`config.mk`:
```
export PLATFORM = sky130hd
export DESIGN_NAME = stream_mux_rr
export DESIGN_NICKNAME = d
export VERILOG_FILES = /design/src/rtl/stream_mux_rr.sv
export SDC_FILE = /design/constraint.sdc
export NUM_CORES = 1
export LEC_CHECK = 0
export BUFFER_PORTS_ARGS = -buffer_cell sky130_fd_sc_hd__buf_2
export CAP_MARGIN = 20
export CORE_MARGIN = 1.5
export CORE_UTILIZATION = 43
export CTS_CLUSTER_DIAMETER = 80
export DETAILED_ROUTE_END_ITERATION = 8
export PLACE_DENSITY = 0.77
export SLEW_MARGIN = 20
export SYNTH_ARGS = -nofsm -noshare
export SYNTH_HDL_FRONTEND = slang
export SYNTH_SLANG_ARGS = --single-unit
```
`constraint.sdc`:
```
create_clock -name clk -period 8.3 [get_ports clk]
set_input_delay 0.83 -clock clk [delete_from_list [all_inputs] [get_ports clk]]
set_output_delay 0.83 -clock clk [all_outputs]
set_load 0.01 [all_outputs]
```
`src/rtl/stream_mux_rr.sv`:
```
// stream_mux_rr: registered N-channel stream multiplexer with valid/ready
// handshakes. The channel is chosen either by an external index (select
// mode) or by a round-robin arbiter that starts searching at r_rr_ptr.
//
// Handshake semantics (all ports): a word moves on a rising edge where
// valid and ready are both high. A producer must hold data and valid
// stable until it is accepted. in_ready never depends on in_data. The
// output register holds out_data/out_chan/out_valid stable while
// out_valid=1 and out_ready=0.
module stream_mux_rr #(
    parameter  int WIDTH = 8,
    parameter  int NCH   = 8,
    localparam int SELW  = $clog2(NCH)
) (
    input  logic                 clk,
    input  logic                 rst_n,
    input  logic                 mode,
    input  logic [SELW-1:0]      sel,
    input  logic [NCH*WIDTH-1:0] in_data,
    input  logic [NCH-1:0]       in_valid,
    output logic [NCH-1:0]       in_ready,
    output logic [WIDTH-1:0]     out_data,
    output logic [SELW-1:0]      out_chan,
    output logic                 out_valid,
    input  logic                 out_ready
);

    logic [WIDTH-1:0] r_out_data;
    logic [SELW-1:0]  r_out_chan;
    logic             r_out_valid;
    logic [SELW-1:0]  r_rr_ptr;

    logic             w_load;
    logic             w_sel_valid;
    logic             w_hi_found;
    logic             w_lo_found;
    logic [SELW-1:0]  w_hi_gnt;
    logic [SELW-1:0]  w_lo_gnt;
    logic             w_gnt_valid;
    logic [SELW-1:0]  w_gnt;
    logic [WIDTH-1:0] w_gnt_data;
    logic [SELW-1:0]  w_rr_next;

    // Output register can take a word when empty or being drained now.
    assign w_load = ~r_out_valid | out_ready;

    // Grant: select mode uses sel directly (out-of-range sel grants nothing);
    // round-robin searches channels >= r_rr_ptr first, then wraps to the
    // lowest valid channel below r_rr_ptr.
    always_comb begin
        w_sel_valid = 1'b0;
        w_hi_found  = 1'b0;
        w_lo_found  = 1'b0;
        w_hi_gnt    = '0;
        w_lo_gnt    = '0;
        for (int i = 0; i < NCH; i++) begin
            if (sel == SELW'(i)) begin
                w_sel_valid = in_valid[i];
            end
        end
        // Descending scan so the lowest matching channel in each half wins.
        for (int i = NCH - 1; i >= 0; i--) begin
            if (in_valid[i]) begin
                if (SELW'(i) >= r_rr_ptr) begin
                    w_hi_found = 1'b1;
                    w_hi_gnt   = SELW'(i);
                end else begin
                    w_lo_found = 1'b1;
                    w_lo_gnt   = SELW'(i);
                end
            end
        end
        if (mode) begin
            w_gnt_valid = w_hi_found | w_lo_found;
            w_gnt       = w_hi_found ? w_hi_gnt : w_lo_gnt;
        end else begin
            w_gnt_valid = w_sel_valid;
            w_gnt       = sel;
        end
    end

    // Ready fan-out and data selection for the granted channel.
    always_comb begin
        in_ready   = '0;
        w_gnt_data = '0;
        for (int i = 0; i < NCH; i++) begin
            if (w_gnt == SELW'(i)) begin
                in_ready[i] = rst_n & w_load & w_gnt_valid;
                w_gnt_data  = in_data[i*WIDTH +: WIDTH];
            end
        end
    end

    // Explicit wrap so NCH need not be a power of two.
    assign w_rr_next = (w_gnt == SELW'(NCH - 1)) ? '0 : w_gnt + SELW'(1);

    // Output register and round-robin pointer.
    always_ff @(posedge clk or negedge rst_n) begin
        if (!rst_n) begin
            r_out_data  <= '0;
            r_out_chan  <= '0;
            r_out_valid <= 1'b0;
            r_rr_ptr    <= '0;
        end else if (w_load) begin
            if (w_gnt_valid) begin
                r_out_data  <= w_gnt_data;
                r_out_chan  <= w_gnt;
                r_out_valid <= 1'b1;
                if (mode) begin
                    r_rr_ptr <= w_rr_next;
                end
            end else begin
                r_out_valid <= 1'b0;
            end
        end
    end

    assign out_data  = r_out_data;
    assign out_chan  = r_out_chan;
    assign out_valid = r_out_valid;

endmodule

```
---- Yosys cells after proc, flatten, opt, wreduce, memory -nomap -nowiden ----
Cells that the tools add are included.
word-level totals
  register bits after elaboration ......... 15
  input port bits ......................... 79
  output and inout port bits .............. 20
  logic and storage cells ................. 129
operators by class
  add/subtract/negate cells ............... 1
  magnitude comparators ................... 8
  equality and inequality tests ........... 14
  muxes and demuxes ....................... 93
  bitwise operators ....................... 5
  reduce and logical (&&, ||, !) cells .... 4
operator list
  kind                                                              number
  2-to-1 mux 3 bit                                                  35
  2-to-1 mux 8 bit                                                  8
  2-to-1 mux 1 bit                                                  50
  equality test 3 bit, second input constant                        8
  equality test 3 x 2 -> 1 bit, second input constant               4
  greater-or-equal comparator 3 bit, first input constant           4
  equality test 3 x 1 -> 1 bit, second input constant               2
  greater-or-equal comparator 1 x 3 -> 1 bit, first input constant  2
  greater-or-equal comparator 2 x 3 -> 1 bit, first input constant  2
  logical NOT 3 bit                                                 2
  adder 3 x 1 -> 3 bit, second input constant                       1
  AND reduction 3 bit                                               1
  bitwise AND 1 bit                                                 2
  bitwise OR 1 bit                                                  2
  AND reduction 2 bit                                               1
  NOT 1 bit                                                         1

---- Longest topological paths before layout ----
Gate-level depths: netlist (run 1).
  word-level depth ........................ 28
  gate-level depth with buffers ........... 15
  mapped depth without buffers ............ 13

---- Worst setup path after synthesis (run 1) ----
Ideal clock, no wire load.
  path type ............................... input port to output port
  start point ............................. in in_valid[5]
  end point ............................... out in_ready[1]
  arrival ................................. 3.304 ns
  data required time ...................... 7.470 ns
  setup slack ............................. 4.166 ns
  cell stages on the path ................. 11
  path buffers ............................ 2
  cell sequence ........................... nand3b_2 a221oi_4 inv_1 a2111oi_1 o31ai_1 inv_1 ha_1 clkbuf_1 inv_1 clkbuf_1 nor3_1
between the ends
  longest elaborated chain between the ends .. 15
  elaborated cells on any way between the ends .. 54
  those cells by class .................... eq/ne: 1; mux: 51; bitwise: 2
ends and longest elaborated chain
  what                                                  line  RTL
  start: declaration                                    20    input logic [NCH-1:0] in_valid,
  2-to-1 mux 3 bit or 2-to-1 mux 1 bit (tied branches)  63    if (in_valid[i]) begin
  2-to-1 mux 3 bit or 2-to-1 mux 1 bit (tied branches)  64    if (SELW'(i) >= r_rr_ptr) begin
  2-to-1 mux 3 bit or 2-to-1 mux 1 bit (tied branches)  63
  2-to-1 mux 3 bit or 2-to-1 mux 1 bit (tied branches)  64
  2-to-1 mux 3 bit or 2-to-1 mux 1 bit (tied branches)  63
  2-to-1 mux 3 bit or 2-to-1 mux 1 bit (tied branches)  64
  2-to-1 mux 3 bit or 2-to-1 mux 1 bit (tied branches)  63
  2-to-1 mux 3 bit or 2-to-1 mux 1 bit (tied branches)  64
  2-to-1 mux 3 bit or 2-to-1 mux 1 bit (tied branches)  63
  2-to-1 mux 3 bit or 2-to-1 mux 1 bit (tied branches)  64
  2-to-1 mux 3 bit or 2-to-1 mux 1 bit (tied branches)  63
  2-to-1 mux 3 bit (*)                                  75    w_gnt = w_hi_found ? w_hi_gnt : w_lo_gnt;
  2-to-1 mux 3 bit (*)                                  73    if (mode) begin
  net w_gnt[0]                                          40    logic [SELW-1:0] w_gnt;
  equality test 3 x 1 -> 1 bit (*)                      87    if (w_gnt == SELW'(i)) begin
  2-to-1 mux 1 bit (*)                                  87
  end: declaration                                      21    output logic [NCH-1:0] in_ready,
The timed path passes the listed nets; every way through them passes the cells marked *.

---- Worst setup path in the final report (run 1) ----
  start point ............................. in in_valid[2]
  end point ............................... out in_ready[2]
between the ends
  longest elaborated chain between the ends .. 9
  elaborated cells on any way between the ends .. 33
  those cells by class .................... eq/ne: 1; mux: 30; bitwise: 2
ends and longest elaborated chain
  what                                                               line
  2-to-1 mux 3 bit, or another cell as far along                     63
  2-to-1 mux 3 bit, or another cell as far along                     64
  2-to-1 mux 3 bit, or another cell as far along                     63
  2-to-1 mux 3 bit, or another cell as far along                     64
  2-to-1 mux 3 bit, or another cell as far along                     63
  2-to-1 mux 3 bit, or another cell as far along                     75
  2-to-1 mux 3 bit or 2-to-1 mux 1 bit (tied branches)               73
  equality test 3 x 2 -> 1 bit or bitwise AND 1 bit (tied branches)  87, 88
  2-to-1 mux 1 bit (*)                                               87
Mark *: on every way between the ends. The rest lies on a longest branch, timed or not.

==> out/summary.txt, run 1 <==
Status -> finished, final reports clean
Final core occ -> 58.4%
Initial antenna violation count -> 0
Combinational power share -> 66.8%
Synth Flop Type -> dfrtp_1
Async set or reset register ratio after synthesis -> 100%
Clk_lat worst skew -> 0.25 ns
Fillers -> 378
Core Area -> 4090 µm²
Syn_nets -> 318
Min cycle time layout -> 4.61 ns
Reg2Reg Setup Slack -> 4.27 ns
Drc violations -> 0
GR Overflow Total -> 0
Max Root-Sink Buffers -> 2
Fin crit share -> 55.6%
Yosys top cell by area -> dfrtp_1
Number of enable flip-flop cells after synthesis -> 0
Reg2Reg Capture Point -> out_data[7]
Ranking of synthesized cells by area -> dfrtp_1 20%, nand2_1 6.0%, o21ai_0 4.3%, ha_1 4.0%, a221oi_1 3.7%
Seq pwr share -> 23.5%
Drt total wl -> 5630 µm
Vias per std cell -> 5.79
Layout cells sized above 1 -> 38.4%
Clock Skews -> 0.00303 ns
Clock network power share -> 9.7%
Chip height -> 69.0 µm
Net Sw Power -> 307 µW
Die width -> 69.0 µm
Worst r2r src -> r_rr_ptr[2]
Max-cap viol count -> 0
I/O pin total -> 99
Clock slew at reported path FFs -> 0.07 ns
Final HPWL DP -> 4510 µm
Leakage power -> 1.10 nW
Root buffer cell -> clkbuf_8
N_diodes -> 0
Vias in the first global route -> 1947
Worst Tran Pin Value -> 0.806 ns
FMAX -> 0.217 GHz
Final Slew Violations -> 0
RSZ-0062 raised after global routing -> false
Yosys warnings -> 0
CP Class -> input port to primary output
CTS tree -> yes
H-tree depth -> 1
Setup Total Neg Slack -> 0 ns
Mapped Cells -> 233
Power Internal -> 316 µW
First-pass GRT wire length -> 8920 µm
Yosys top cell area share -> 20.1%
NumNets Final -> 406
Startpoint types -> input port
CP Max Fanout -> 29
ANT nets after route -> 0
Starting DRT DRC Count -> 149
Design area -> 2390 µm²
Post-cts sizing count -> 0
Detailed-router iteration count before antenna repair -> 4
Initial Util -> 45.8%
CTS buffer count -> 3
Most common cell on crit path -> buf_2
PwrDens -> 261 nW/µm²
Sequential-to-total area share from yosys stat -> 20.1%
Switching Fraction -> 49.3%
Overall via count from detail_route -> 2144
#FFs+latches synth -> 15
Fin. Hold Viols -> 0
Port bufs -> 98
Avg Cell Area, Syn -> 8.03 µm²
Setup bufs post-CTS -> 0
Worst min path class -> input port to asynchronous set/reset pin
Die area -> 4760 µm²
Worst path arrival time -> 3.78 ns
Largest net degree at the start of global routing -> 30
Post-Syn Area -> 1870 µm²
GP Congestion -> 0.903
Synthesis-to-layout area growth -> 27.5%
CP endpoint kind -> primary output
Distinct cells, synth -> 55
Row count -> 23
Total clock sinks -> 15
R2r worst-path depth -> 12
Routed WL per cell -> 15.2 µm
Req. time, crit path -> 7.47 ns
Critical-path cell list -> buf_2 > a21bo_2 > a21oi_1 > a2111oi_1 > o31ai_1 > ha_1 > inv_1 > nor3_1 > buf_2
Setup violations, final -> 0
Hold slack -> 0.492 ns
Area after DPL -> 2340 µm²
Slowest stage delay, CP -> 0.79 ns
Global-route usage over all layers -> 24.5%
Max stage delay cell, worst path -> ha_1
Max_slew headroom -> 46.3%
CTS Hold Bufs -> 0
Maximum vdd drop -> 0.112 mV
==> logic make-up after synthesis <==
family / after synthesis / share of synthesized area [%]
adder cells (fa/ha/maj): 6 / 4.01
buffers and inverters: 29 / 7.55
multiplexers: 10 / 7.09
flip-flops: 15 / 20.1
AND/OR/NAND/NOR: 86 / 23.8
AO/OA/AOI/OAI: 87 / 37.5
==> placed cells by master (no fill, tap or decap), types with 2 or more instances in the layout <==
cell type   n
nor2_1     15
o31ai_1     3
a211oi_1    3
nand2_1    30
mux2_2      3
dfrtp_1    15
nor3_1     14
inv_1      12
a32o_1      4
a221oi_1    8
nor2b_1     4
and2_1      6
or2_2       2
o21ai_0    16
clkbuf_8    3
o22ai_1     8
ha_1        6
a221o_1     2
mux2i_1     5
o211ai_1    2
nor4_1      2
a22oi_1     5
o32ai_1     2
a21oi_1     9
buf_2      98
a311oi_2    2
nor3b_1     4
o211a_1     4
a311oi_1    3
o21ai_1     4
nand2b_1    2
a2bb2oi_1   2
==> stage by stage <==
step                      instances  total power, mW  setup WS, ns
final                           370            0.622          3.69
after global routing            370            0.678          3.36
after CTS                       370            0.620          3.72
after detailed placement        366            0.557          3.73
after global placement          366            0.552          3.89
after floorplan                 233            0.456          4.17
==> layer usage <==
layer | wire length (µm) | up-vias | GRT usage, %
met5 | 0 | - | 0
li1 | - | 1066 | -
met2 | 2740 | 96 | 39.4
met3 | 369 | 5 | 2.92
met1 | 2480 | 977 | 35.3
met4 | 36 | 0 | 4.41
==> cell usage after synthesis, types with 4 or more instances <==
cell type / number
a21oi_1: 9
a221oi_1: 8
a22oi_1: 5
a32o_1: 4
and2_1: 6
buf_4: 4
clkbuf_1: 7
dfrtp_1: 15
ha_1: 6
inv_1: 12
mux2i_1: 5
nand2_1: 30
nor2_1: 15
nor2b_1: 4
nor3_1: 14
nor3b_1: 4
o211a_1: 4
o21ai_0: 16
o21ai_1: 4
o22ai_1: 8
==> how the worst max path moves through the flow <==
stage	slack, ns	endpoint	start	cells past startpoint
3_3_place_gp	3.89	in_ready[6]	in_valid[2]	9
3_5_place_dp	3.73	in_ready[2]	in_valid[2]	9
2_1_floorplan	4.17	in_ready[1]	in_valid[5]	11
5_1_grt	3.36	in_ready[2]	in_valid[2]	9
4_1_cts	3.72	in_ready[6]	in_valid[2]	9
6_report	3.69	in_ready[2]	in_valid[2]	9
==> area by class of cell <==
class / instances / area (µm²) / share of cell area, %
inverter: 13 / 48.8 / 2.05
clock buffer: 3 / 41.3 / 1.73
clock inverter: 1 / 5.00 / 0.210
sequential: 15 / 375 / 15.7
tap: 50 / 62.6 / 2.62
multi-input combinational: 189 / 1360 / 56.8
timing repair buffer: 99 / 498 / 20.9
==> sequential cells by signal (all words and copies together) (netlist names) <==
| name | count |
|---|---|
| out_data | 8 |
| out_chan | 3 |
| r_rr_ptr | 3 |
| out_valid | 1 |
==> worst max-delay path: cells and delay by family <==
family	cells	cell delay [ns]
buf+inv	3	0.71
simple gates	1	0.26
compound gates	4	1.20
fa+ha+maj	1	0.79
==> power groups by stage <==
stage / logic [mW] / registers, mW / clock network, mW
after floorplan: 0.320 / 0.136 / 0
after global placement: 0.407 / 0.145 / 0
after detailed placement: 0.410 / 0.147 / 0
after CTS: 0.413 / 0.145 / 0.0613
after global routing: 0.462 / 0.152 / 0.0636
final: 0.416 / 0.146 / 0.0605
Power figures use the tool's default switching activity.
==> inputs of run 2 (changes only) <==
- CORE_UTILIZATION: 43 -> 41
- clock period: 8.3 -> 4.15 ns (I/O delays scaled with it)
==> run 2 against run 1 <==
Effect of this change: non-clock buffer count rose by 2; largest cell class unchanged; total power rose by 100%; sequential power rose by 100%; cell area rose by 0.89%; flip-flop and latch count did not move; register-to-register slack got worse by 3.7 ns; worst hold slack got worse by 0.41 ns; clock skew fell by 0.0010 ns; core utilization fell by 3.5 points.
==> out/summary.txt, run 2 (synthesis results as in run 1) <==
Min cycle time layout -> 3.74 ns
GP Congestion -> 0.947 (was 0.903)
Maximum vdd drop -> 0.201 mV (was 0.112 mV)
Layout cells sized above 1 -> 39.4% (was 38.4%)
Startpoint types -> register (was input port)
NumNets Final -> 408 (was 406)
Most common cell on crit path -> inv_1 (was buf_2)
Placed Cells -> 370 (was 366)
Worst min path class -> input port to asynchronous set/reset pin (unchanged)
Final HPWL DP -> 4610 µm (was 4510 µm)
First-pass GRT wire length -> 9580 µm (was 8920 µm)
Clock Skews -> 0.00201 ns (was 0.00303 ns)
Max_slew headroom -> 63.8% (was 46.3%)
CTS tree -> yes (unchanged)
Routed WL per cell -> 15.5 µm (was 15.2 µm)
Vias in the first global route -> 2102 (was 1947)
CTS buffer count -> 3 (unchanged)
Row count -> 24 (was 23)
Setup Total Neg Slack -> 0 ns (unchanged)
Drc violations -> 0 (unchanged)
Fin. Hold Viols -> 0 (unchanged)
Pre-CTS setup slack -> 0.583 ns (was 3.73 ns)
Vias per std cell -> 5.78 (was 5.79)
Commonest non-fill, non-tap cell in the layout -> buf_2 (unchanged)
ANT nets after route -> 0 (unchanged)
Worst path arrival time -> 3.32 ns (was 3.78 ns)
Chip height -> 70.6 µm (was 69.0 µm)
Worst r2r src -> r_rr_ptr[0] (was r_rr_ptr[2])
Design area -> 2410 µm² (was 2390 µm²)
Clock slew at reported path FFs -> 0.07 ns (about the same)
Port bufs -> 98 (unchanged)
FMAX -> 0.268 GHz
CP Max Fanout -> 13 (was 29)
CP endpoint kind -> primary output (unchanged)
RSZ-0062 raised after global routing -> false (unchanged)
Global-route usage over all layers -> 23.2% (was 24.5%)
Total clock sinks -> 15 (unchanged)
Delay-heaviest family, CP -> compound AO/OA/AOI/OAI gates (unchanged)
Synthesis-to-layout area growth -> 28.6% (was 27.5%)
N_diodes -> 0 (unchanged)
Layout Cells excl Fill -> 374 (was 370)
I/O pin total -> 99 (unchanged)
Max Root-Sink Buffers -> 2 (unchanged)
Hold slack -> 0.0822 ns (was 0.492 ns)
Detailed-router iteration count before antenna repair -> 4 (unchanged)
Area after DPL -> 2360 µm² (was 2340 µm²)
Die width -> 70.6 µm (was 69.0 µm)
Root buffer cell -> clkbuf_8 (unchanged)
Overall via count from detail_route -> 2163 (was 2144)
Setup bufs post-CTS -> 0 (unchanged)
R2r worst-path depth -> 12 (unchanged)
Leakage power -> 1.11 nW (was 1.10 nW)
Final Slew Violations -> 0 (unchanged)
Critical-path cell list -> a2bb2oi_1 > a221oi_4 > inv_1 > a2111oi_1 > o31ai_1 > inv_1 > ha_1 > ha_1 > inv_1 > nor2_1 > buf_2 (was buf_2 > a21bo_2 > a21oi_1 > a2111oi_1 > o31ai_1 > ha_1 > inv_1 > nor3_1 > buf_2)
Worst Tran Pin Value -> 0.538 ns (was 0.806 ns)
Req. time, crit path -> 3.73 ns (was 7.47 ns)
Reg2Reg Setup Slack -> 0.53 ns (was 4.27 ns)
Die area -> 4980 µm² (was 4760 µm²)
Drt total wl -> 5810 µm (was 5630 µm)
GR Overflow Total -> 0 (unchanged)
Max-cap viol count -> 0 (unchanged)
Largest net degree at the start of global routing -> 29 (was 30)
Core Area -> 4380 µm² (was 4090 µm²)
Initial Util -> 42.7% (was 45.8%)
Reg2Reg Capture Point -> out_data[2] (was out_data[7])
Fin crit share -> 90.0%
Fillers -> 416 (was 378)
H-tree depth -> 1 (unchanged)
Clk_lat worst skew -> 0.25 ns (about the same)
Final WS setup -> 0.413 ns (was 3.69 ns)
Max stage delay cell, worst path -> dfrtp_1 (was ha_1)
Most frequent cells in the layout -> 98 x buf_2, 30 x nand2_1, 16 x o21ai_0 (unchanged)
Status -> finished, final reports clean (unchanged)
Slowest stage delay, CP -> 0.58 ns (was 0.79 ns)
PwrDens -> 523 nW/µm² (was 261 nW/µm²)
Max FFs per register -> 8 (unchanged)
CP Class -> register to primary output (was input port to primary output)
Setup violations, final -> 0 (unchanged)
Initial antenna violation count -> 0 (unchanged)
Buf+Inv Stages, Crit Path -> 4 (was 3)
Starting DRT DRC Count -> 120 (was 149)
[run 2: cell type report]
cell class	instances	area [µm²]	share of cell area, %
Tap cell	52	65.1	2.70
Inverter	13	48.8	2.03
Clock buffer	3	41.3	1.72
Sequential cell	15	377	15.6
Timing Repair Buffer	101	513	21.3
Multi-Input combinational cell	189	1360	56.4
Clock inverter	1	5.00	0.208
[run 2: report_power, final]
group | total (mW) | switching [mW] | internal, mW
sequential | 0.292 | 0.0805 | 0.211
combinational | 0.843 | 0.481 | 0.362
clock | 0.123 | 0.0569 | 0.0665
[run 2: through the flow]
step | power (mW) | utilization [%]
6_report | 1.26 | 54.9
5_1_grt | 1.37 | 54.9
4_1_cts | 1.26 | 54.8
3_5_place_dp | 1.13 | 53.8
3_3_place_gp | 1.11 | 53.8
2_1_floorplan | 0.912 | -
[run 2: worst max path at each step]
| stage | startpoint | end | slack, ns | depth (start not counted) |
|---|---|---|---|---|
| global placement | in_valid[2] | out_data[2] | 0.69 | 13 |
| global route | r_rr_ptr[1] | in_ready[7] | 0.03 | 11 |
| finish | r_rr_ptr[1] | in_ready[7] | 0.41 | 11 |
| CTS | r_rr_ptr[2] | in_ready[3] | 0.38 | 10 |
| floorplan | r_rr_ptr[2] | in_ready[1] | 0.81 | 12 |
| detailed placement | in_valid[2] | out_data[2] | 0.58 | 13 |
[run 2: routing by layer]
metal	vias to the layer above	global-route usage, %	part of all wire [%]
met2	86	38.7	48
met3	4	2.14	6.6
li1	1071	-	-
met4	0	5.45	1.1
met5	-	0	0
met1	1002	32.9	44
[run 2: repair_timing]
action / CTS / global route
hold buffers: 0 / 0
gates resized for setup: 0 / 2
setup endpoints to repair: 0 / 2
==> inputs of run 3 (changes only) <==
--- a/config.mk
+++ b/config.mk
@@ -8,4 +8,5 @@
 export BUFFER_PORTS_ARGS = -buffer_cell sky130_fd_sc_hd__buf_2
 export CAP_MARGIN = 20
+export CORE_ASPECT_RATIO = 1.4
 export CORE_MARGIN = 1.5
 export CORE_UTILIZATION = 41
==> constraint.sdc (replaced) <==
create_clock -name clk -period 4.15 [get_ports clk]
set_input_delay 0.415 -clock clk [delete_from_list [all_inputs] [get_ports clk]]
set_output_delay 0.415 -clock clk [all_outputs]
set_load 0.005 [all_outputs]
==> run 3 against run 2 <==
Effect of this change: routed wire length rose by 4.0%; sequential power about the same; cell area is 0.94% higher; worst setup slack improved by 0.0058 ns; flip-flop and latch count stayed put; critical endpoint is now in_ready[5]; critical path type unchanged; core utilization is 1.5 points higher; largest cell class unchanged; largest power group unchanged; non-clock buffer count did not move.
==> out/summary.txt, run 3 (synthesis results as in run 1) <==
Buf+Inv Stages, Crit Path -> 4 (unchanged)
Maximum vdd drop -> 0.273 mV (was 0.201 mV)
Core Area -> 4310 µm² (was 4380 µm²)
Global-route usage over all layers -> 24.1% (was 23.2%)
RSZ-0062 raised after global routing -> false (unchanged)
CP endpoint kind -> primary output (unchanged)
Pre-CTS setup slack -> 0.424 ns (was 0.583 ns)
Setup violations, final -> 0 (unchanged)
Worst Tran Pin Value -> 0.529 ns (was 0.538 ns)
Chip height -> 82.9 µm (was 70.6 µm)
NumNets Final -> 408 (unchanged)
Total power -> 1.25 mW (was 1.26 mW)
Initial Util -> 43.4% (was 42.7%)
First-pass GRT wire length -> 9500 µm (was 9580 µm)
CTS buffer count -> 3 (unchanged)
Fillers -> 433 (was 416)
Startpoint types -> register (unchanged)
Max_slew headroom -> 64.6% (was 63.8%)
Vias per std cell -> 5.81 (was 5.78)
Final Slew Violations -> 0 (unchanged)
Drc violations -> 0 (unchanged)
Clock slew at reported path FFs -> 0.07 ns (about the same)
Most common cell on crit path -> inv_1 (unchanged)
I/O pin total -> 99 (unchanged)
Fin crit share -> 89.9% (was 90.0%)
Largest net degree at the start of global routing -> 29 (unchanged)
Fin. Hold Viols -> 0 (unchanged)
Reg2Reg Setup Slack -> 0.49 ns (was 0.53 ns)
Total clock sinks -> 15 (unchanged)
Critical-path cell list -> nand3b_2 > a221oi_4 > inv_1 > a2111oi_1 > o31ai_1 > inv_1 > ha_1 > inv_1 > nor3_1 > buf_2 (was a2bb2oi_1 > a221oi_4 > inv_1 > a2111oi_1 > o31ai_1 > inv_1 > ha_1 > ha_1 > inv_1 > nor2_1 > buf_2)
Drt total wl -> 6040 µm (was 5810 µm)
Initial antenna violation count -> 0 (unchanged)
Worst path arrival time -> 3.32 ns (about the same)
Detailed-router iteration count before antenna repair -> 4 (unchanged)
Starting DRT DRC Count -> 217 (was 120)
H-tree depth -> 1 (unchanged)
CP Class -> register to primary output (unchanged)
ANT nets after route -> 0 (unchanged)
Die area -> 4990 µm² (was 4980 µm²)
Leakage power -> 1.11 nW (about the same)
Delay-heaviest family, CP -> compound AO/OA/AOI/OAI gates (unchanged)
Max-cap viol count -> 0 (unchanged)
Layout cells sized above 1 -> 39.4% (unchanged)
Final WS setup -> 0.419 ns (was 0.413 ns)
Area after DPL -> 2380 µm² (was 2360 µm²)
GP Congestion -> 0.957 (was 0.947)
Clock Skews -> 0.00457 ns (was 0.00201 ns)
Port bufs -> 98 (unchanged)
Slowest stage delay, CP -> 0.56 ns (was 0.58 ns)
CTS tree -> yes (unchanged)
CP startpoint -> r_rr_ptr[0] (was r_rr_ptr[1])
Worst min path class -> input port to asynchronous set/reset pin (unchanged)
Status -> finished, final reports clean (unchanged)
Setup Total Neg Slack -> 0 ns (unchanged)
Die width -> 60.1 µm (was 70.6 µm)
PwrDens -> 513 nW/µm² (was 523 nW/µm²)
Design area -> 2430 µm² (was 2410 µm²)
N_diodes -> 0 (unchanged)
Worst r2r src -> r_rr_ptr[0] (unchanged)
Clk_lat worst skew -> 0.26 ns (was 0.25 ns)
FMAX -> 0.268 GHz (about the same)
CTS Hold Bufs -> 0 (unchanged)
Max FFs per register -> 8 (unchanged)
Layout Cells excl Fill -> 382 (was 374)
Synthesis-to-layout area growth -> 29.8% (was 28.6%)
Req. time, crit path -> 3.73 ns (about the same)
Setup bufs post-CTS -> 0 (unchanged)
Final HPWL DP -> 4850 µm (was 4610 µm)
CP Max Fanout -> 12 (was 13)
Root buffer cell -> clkbuf_8 (unchanged)
Most frequent cells in the layout -> 98 x buf_2, 30 x nand2_1, 16 x o21ai_0 (unchanged)
Row count -> 28 (was 24)
Post-cts sizing count -> 0 (unchanged)
Final core occ -> 56.4% (was 54.9%)
Max stage delay cell, worst path -> dfrtp_1 (unchanged)
Vias in the first global route -> 2160 (was 2102)
Min cycle time layout -> 3.73 ns (was 3.74 ns)
Routed WL per cell -> 15.8 µm (was 15.5 µm)
GR Overflow Total -> 0 (unchanged)
Placed Cells -> 378 (was 370)
Overall via count from detail_route -> 2220 (was 2163)
Hold slack -> 0.0745 ns (was 0.0822 ns)
Max Root-Sink Buffers -> 2 (unchanged)
Commonest non-fill, non-tap cell in the layout -> buf_2 (unchanged)
run 3: changes by cell type in the layout (fill, tap and decap cells not counted):
cell	change
dfrtp_2	+1
clkinvlp_4	+1
dfrtp_1	-1
ha_1	+1
ha_2	-1
a311oi_4	+1
clkinv_2	-1
a311oi_2	-1
run 3: layer usage:
| metal | vias to the layer above | share of wire [%] | global-route usage [%] |
|---|---|---|---|
| li1 | 1068 | - | - |
| met1 | 1023 | 39 | 27.6 |
| met5 | - | 0 | 0 |
| met3 | 10 | 8.8 | 4.83 |
| met4 | 0 | 1.5 | 9.29 |
| met2 | 119 | 51 | 42.0 |
run 3: path summary, 6_finish.rpt:
kind	end	cells after the start
min in group clk	out_data[0]	3
hold / removal	out_data[6]	1
max in group asynchronous	r_rr_ptr[2]	1
setup / recovery	in_ready[5]	10
setup reg to reg	out_data[2]	12
hold reg to reg	out_data[6]	2
run 3: power breakdown:
| group | total, mW | leakage [nW] | internal [mW] | switching (mW) |
|---|---|---|---|---|
| combinational | 0.823 | 0.914 | 0.361 | 0.462 |
| clock | 0.130 | 0.0217 | 0.0677 | 0.0621 |
| sequential | 0.293 | 0.174 | 0.212 | 0.0801 |
| total | 1.25 | 1.11 | 0.641 | 0.604 |
run 3: final cells by class:
cell class	instances	area, µm²	share of cell area [%]
clock inverter	1	7.51	0.309
clock buffer	3	41.3	1.70
sequential	15	378	15.6
timing repair buffer	101	513	21.1
multi-input combinational	189	1370	56.2
inverter	13	48.8	2.01
tap	60	75.1	3.09
